$ cat src/rtl/dino_jump_ctrl.sv
`default_nettype none
// +----------------------------------------------------------------------------+
// | Module   : dino_jump_ctrl                                                  |
// | Brief    : Jump button debounce, tick-based ballistic jump model and game  |
// |            state control for the dinosaur runner.                          |
// | Option   : DOUBLE_JUMP_EN enables one extra jump per airborne period.      |
// | Revision : 1.0                                                             |
// +----------------------------------------------------------------------------+
module dino_jump_ctrl #(
  parameter int DEB_W    = 4,
  parameter int TICK_DIV = 500000,
  parameter int V0       = 10,
  parameter int GRAV     = 1
) (
  input  logic       CLK,
  input  logic       rst,
  input  logic       button_jump,
  input  logic       collide,
  output logic [5:0] dinosaur_height,
  output logic       game_status
);

  localparam int                   c_TICK_W    = (TICK_DIV > 1) ? $clog2(TICK_DIV) : 1;
  localparam logic [DEB_W-1:0]     c_DEB_MAX   = {DEB_W{1'b1}};
  localparam logic [c_TICK_W-1:0]  c_TICK_LAST = c_TICK_W'(TICK_DIV - 1);
  localparam logic signed [7:0]    c_V0        = 8'(V0);
  localparam logic signed [7:0]    c_GRAV      = 8'(GRAV);

  typedef enum logic [1:0] {
    S_IDLE   = 2'd0,
    S_GROUND = 2'd1,
    S_AIR    = 2'd2,
    S_OVER   = 2'd3
  } state_t;

  logic                r_sync0;
  logic                r_sync1;
  logic [DEB_W-1:0]    r_deb_cnt;
  logic                r_deb_level;
  logic                w_deb_diff;
  logic                w_deb_flip;
  logic                w_press;
  logic [c_TICK_W-1:0] r_tick_cnt;
  logic                w_tick;

  state_t              r_state;
  state_t              w_state_nxt;
  logic [5:0]          r_height;
  logic [5:0]          w_height_nxt;
  logic signed [7:0]   r_vel;
  logic signed [7:0]   w_vel_nxt;
  logic signed [8:0]   w_sum;
`ifdef DOUBLE_JUMP_EN
  logic                r_dj_used;
  logic                w_dj_used_nxt;
`endif

  // Two-flop synchroniser for the asynchronous button
  always_ff @(posedge CLK) begin
    if (rst) begin
      r_sync0 <= 1'b0;
      r_sync1 <= 1'b0;
    end else begin
      r_sync0 <= button_jump;
      r_sync1 <= r_sync0;
    end
  end

  assign w_deb_diff = r_sync1 ^ r_deb_level;
  assign w_deb_flip = w_deb_diff && (r_deb_cnt == c_DEB_MAX);
  assign w_press    = w_deb_flip && r_sync1;

  always_ff @(posedge CLK) begin
    if (rst) begin
      r_deb_cnt   <= '0;
      r_deb_level <= 1'b0;
    end else if (w_deb_flip) begin
      r_deb_level <= ~r_deb_level;
      r_deb_cnt   <= '0;
    end else if (w_deb_diff) begin
      r_deb_cnt   <= r_deb_cnt + DEB_W'(1);
    end else begin
      r_deb_cnt   <= '0;
    end
  end

  assign w_tick = (r_tick_cnt == c_TICK_LAST);

  always_ff @(posedge CLK) begin
    if (rst) begin
      r_tick_cnt <= '0;
    end else if (w_tick) begin
      r_tick_cnt <= '0;
    end else begin
      r_tick_cnt <= r_tick_cnt + c_TICK_W'(1);
    end
  end

  // Height is 0..63 and velocity -128..127, so 9 signed bits never overflow
  assign w_sum = $signed({3'b000, r_height}) + $signed({r_vel[7], r_vel});

  always_ff @(posedge CLK) begin
    if (rst) begin
      r_state  <= S_IDLE;
      r_height <= '0;
      r_vel    <= '0;
`ifdef DOUBLE_JUMP_EN
      r_dj_used <= 1'b0;
`endif
    end else begin
      r_state  <= w_state_nxt;
      r_height <= w_height_nxt;
      r_vel    <= w_vel_nxt;
`ifdef DOUBLE_JUMP_EN
      r_dj_used <= w_dj_used_nxt;
`endif
    end
  end

  always_comb begin
    w_state_nxt  = r_state;
    w_height_nxt = r_height;
    w_vel_nxt    = r_vel;
`ifdef DOUBLE_JUMP_EN
    w_dj_used_nxt = r_dj_used;
`endif
    if (collide && (r_state == S_GROUND || r_state == S_AIR)) begin
      w_state_nxt = S_OVER;
`ifdef DOUBLE_JUMP_EN
      w_dj_used_nxt = 1'b0;
`endif
    end else begin
      case (r_state)
        S_IDLE, S_GROUND, S_OVER: begin
          if (w_press) begin
            w_state_nxt  = S_AIR;
            w_vel_nxt    = c_V0;
            w_height_nxt = '0;
          end
        end
        S_AIR: begin
`ifdef DOUBLE_JUMP_EN
          if (w_press && !r_dj_used) begin
            w_vel_nxt     = c_V0;
            w_dj_used_nxt = 1'b1;
          end else
`endif
          if (w_tick) begin
            if (r_vel[7] && (w_sum <= 9'sd0)) begin
              w_state_nxt  = S_GROUND;
              w_height_nxt = '0;
              w_vel_nxt    = '0;
`ifdef DOUBLE_JUMP_EN
              w_dj_used_nxt = 1'b0;
`endif
            end else begin
              w_height_nxt = (w_sum > 9'sd63) ? 6'd63 : w_sum[5:0];
              w_vel_nxt    = r_vel - c_GRAV;
            end
          end
        end
        default: w_state_nxt = S_IDLE;
      endcase
    end
  end

  assign dinosaur_height = r_height;
  assign game_status     = (r_state == S_GROUND) || (r_state == S_AIR);

endmodule
`default_nettype wire

$ cat config.mk
export PLATFORM = sky130hd
export DESIGN_NAME = dino_jump_ctrl
export DESIGN_NICKNAME = d
export VERILOG_FILES = /design/src/rtl/dino_jump_ctrl.sv
export SDC_FILE = /design/constraint.sdc
export NUM_CORES = 1
export LEC_CHECK = 0
export ABC_AREA = 0
export CAP_MARGIN = 10
export CORE_MARGIN = 2
export CORE_UTILIZATION = 55
export DETAILED_ROUTE_END_ITERATION = 6
export PLACE_DENSITY = 0.81
export SLEW_MARGIN = 10
export SYNTH_ARGS = -nofsm -noshare
export SYNTH_HDL_FRONTEND = slang
export SYNTH_SLANG_ARGS = --single-unit
$ cat constraint.sdc
create_clock -name CLK -period 4.6 [get_ports CLK]
set_input_delay 0.92 -clock CLK [delete_from_list [all_inputs] [get_ports CLK]]
set_output_delay 0.92 -clock CLK [all_outputs]
set_load 0.02 [all_outputs]
==> flow_metrics.py <==
metrics = {
    "place": {
        "dp_hpwl_um": 2930,
        "place_inst": 298,
        "numPortBuffers": 10,
        "placed_area_um2": 2300,
        "place.gp.congestion": 0.823,
        "pre_cts_slack_ns": 1.79,
    },
    "sta": {
        "tns_ns": 0,
        "slew_viol_final": 0,
        "max-slew-margin-rel_pct": 47.1,
        "finalHoldViolCount": 0,
        "fin_crit_ns": 2.56,
        "skew_ns": 0.00357,
        "finalCritPeriodShare_pct": 55.6,
        "finalSetupViolCount": 0,
        "rsz0062_at_grt": "false",
        "worst_pin_slew_ns": 0.791,
        "holdWs_ns": 0.449,
        "fmax_mhz": 391,
        "worst_slack_ns": 2.04,
    },
    "pwr": {
        "internal_power_mw": 0.508,
        "p_clk_share_pct": 32.3,
        "p_switching_mw": 0.160,
        "leakage_nw": 0.922,
        "p_seq_share_pct": 57.0,
        "pwr-share-comb_pct": 10.7,
        "power_density_nw_per_um2": 281,
        "vdd_drop_max_v": 0.000151,
        "finalPower_mw": 0.668,
        "sw_frac_of_total_pct": 23.9,
    },
    "worst_setup_path": {
        "rrSetupSlack_ns": 2.04,
        "crit_path_start_kind": "register",
        "slowest_stage": "a41oi_4",
        "end_kind": "register",
        "critPathKind": "register to register",
        "r2r_start": "r_vel[0]",
        "setup.worst_path.end": "r_vel[3]",
        "cpPeakStageDelay_ns": 0.49,
        "crit_fanout": 19,
        "required_ns": 4.79,
        "worstPathCellList": "ha_1 -> fa_1 -> a21o_1 -> a21oi_1 -> xor2_1 -> a41oi_4 -> o21ai_0 -> a221oi_2",
        "crit_start": "r_vel[0]",
        "r2r_end": "r_vel[3]",
        "r2r_cells": 8,
        "crit_arrival_ns": 2.75,
    },
    "grt": {
        "antenna_found_initial": 0,
        "grt_overflow_total": 0,
        "grt_usage_pct": 19.7,
        "grt_pass1_wl_um": 6870,
        "grt_max_degree": 23,
        "grt_pass1_vias": 1595,
    },
    "finish": {
        "final_cells": 305,
        "drive_gt1_share_pct": 5.06,
        "n_antenna_cell": 0,
        "multi_input_area_um2": 1260,
        "seqCellArea_um2": 841,
        "fin_area_um2": 2370,
        "area_delta_synth_final_pct": 8.89,
        "final_util_pct": 63.4,
        "fillerInstances": 342,
        "fin_nets": 272,
    },
    "detailed_routing": {
        "post-route-drc-count": 0,
        "wl_per_cell_um": 13.1,
        "antenna_violating_nets_post_route": 0,
        "vias": 1740,
        "first_pass_iters": 4,
        "drtIter0Drc": 134,
        "routed_wl_um": 4010,
        "vias_per_cell": 5.70,
    },
    "yosys": {
        "synth.distinct_cells": 48,
        "syn_area_per_cell_um2": 8.79,
        "yosysSeqAreaShare_pct": 38.6,
        "async_flop_share_pct": 0,
        "synth_edf_count": 0,
        "yosys_warnings": 0,
        "syn-num-nets": 263,
        "synth_seq_cells": 42,
        "syn_area_um2": 2180,
        "synthFlopType": "dfxtp_1",
        "netlist_instances": 248,
    },
    "floorplanning": {
        "core_area_um2": 3740,
        "ios": 11,
        "initial_core_util_pct": 58.3,
        "num_rows": 22,
        "chipHeight_um": 67.0,
        "fp.dieW_um": 67.0,
        "fp.dieArea_um2": 4480,
    },
    "clock_network": {
        "cts_resized": 0,
        "cts_root_buf": "clkbuf_8",
        "h-tree-depth": 2,
        "cts_buffers": 5,
        "cts_tree": "yes",
        "cts.path.max_buffers": 2,
        "cts.sink_count": 42,
        "clk_pin_slew_worst_paths_ns": 0.07,
        "post-cts-setup-buffers": 0,
        "insertion_delay_ns": 0.29,
        "postCtsHoldBufs": 0,
    },
    "run": {
        "drv_cap": 0,
    },
    "worst_hold_path": {
        "worstHoldPathCells": 1,
        "hp-start": "r_sync0",
        "hold_path_class": "register to register",
    },
    "outcome": {
        "status": "completed",
    },
}
-- cell usage after synthesis, drive strengths merged, types with 2 or more instances --
cell type	n	area share, %
a31oi	3	0.86
nand2b	3	0.86
a221oi	3	1.8
xnor2	9	4.0
nand4b	2	0.80
nor2	41	7.2
inv	9	1.5
nand2	15	2.6
and4	2	0.80
a21oi	11	2.5
nand3	14	3.4
buf	5	1.5
xor2	15	6.0
nor3	3	0.69
nor4	2	0.57
dfxtp	42	39
ha	10	5.7
o211ai	8	2.8
o21a	3	1.0
nor2b	3	0.86
a21o	5	1.7
or3	3	0.86
a32oi	3	1.2
o21ai	3	0.69
and3	8	2.3
clkbuf	3	0.57
nand4	7	2.0
-- cell usage in the layout, fill, tap and decap left out, types with 2 or more instances in the layout --
master,count
dfxtp_1,42
nor2_1,40
nand2_1,15
xor2_1,15
nand3_1,13
a21oi_1,11
ha_1,10
clkdlybuf4s50_1,10
inv_1,9
and3_1,8
o211ai_1,8
xnor2_1,8
nand4_1,7
a21o_1,5
clkbuf_8,5
nor2b_1,3
o21a_1,3
a31oi_1,3
or3_1,3
o21ai_0,3
nand2b_1,3
a32oi_1,3
nor3_1,3
nor4_1,2
a221oi_2,2
nand4b_1,2
and4_1,2
clkinv_2,2
-- kinds of logic after synthesis --
family                     Yosys count  share of synthesized area, %
buffers and inverters               17                          3.61
adders and majority gates           11                          6.66
DFF                                 42                          38.6
and+or+nand+nor                    109                          25.3
muxes                                1                         0.459
xor gates and xnor gates            24                          9.98
AOI/OAI and AO/OA                   44                          15.4
-- how the worst min path moves through the flow --
stage                         end
final                     r_sync1
after global routing      r_sync1
after CTS                 r_sync1
after detailed placement  r_sync1
after global placement    r_sync1
after floorplan           r_sync1
-- power groups by stage --
stage | clock (mW) | sequential, mW | combinational [mW]
3_5_place_dp | 0 | 0.389 | 0.0718
2_1_floorplan | 0 | 0.387 | 0.0501
6_report | 0.216 | 0.381 | 0.0716
3_3_place_gp | 0 | 0.388 | 0.0706
4_1_cts | 0.222 | 0.381 | 0.0719
5_1_grt | 0.238 | 0.382 | 0.0819
-- metal layers --
layer,GRT usage [%],up-vias,wire length [um]
li1,-,896,-
met1,22.8,805,1820
met2,36.0,32,2000
met3,4.05,7,129
met4,6.38,0,55
met5,0,-,0
-- worst max-delay path, delay by kind of cell, from the launching register on --
kind,cells,cell delay (ns)
adders and majority gates,2,0.63
AOI/OAI and AO/OA,5,1.35
DFF,1,0.35
xor gates and xnor gates,1,0.14
-- final cells by class --
type                            instances  area share, %
Inverter                                9           1.42
Clock inverter                          2          0.421
Timing Repair Buffer                   10           4.21
Multi-Input combinational cell        189           53.1
Sequential cell                        42           35.4
Clock buffer                            5           2.90
Tap cell                               48           2.53
-- state kept, by name, summed over array words and instances (netlist names) --
name and flops:
dinosaur_height 6, r_vel 8, r_deb_level 1, r_deb_cnt 4, r_tick_cnt 19, r_sync1 1
r_state 2, r_sync0 1
(Power assumes the default switching activity.)
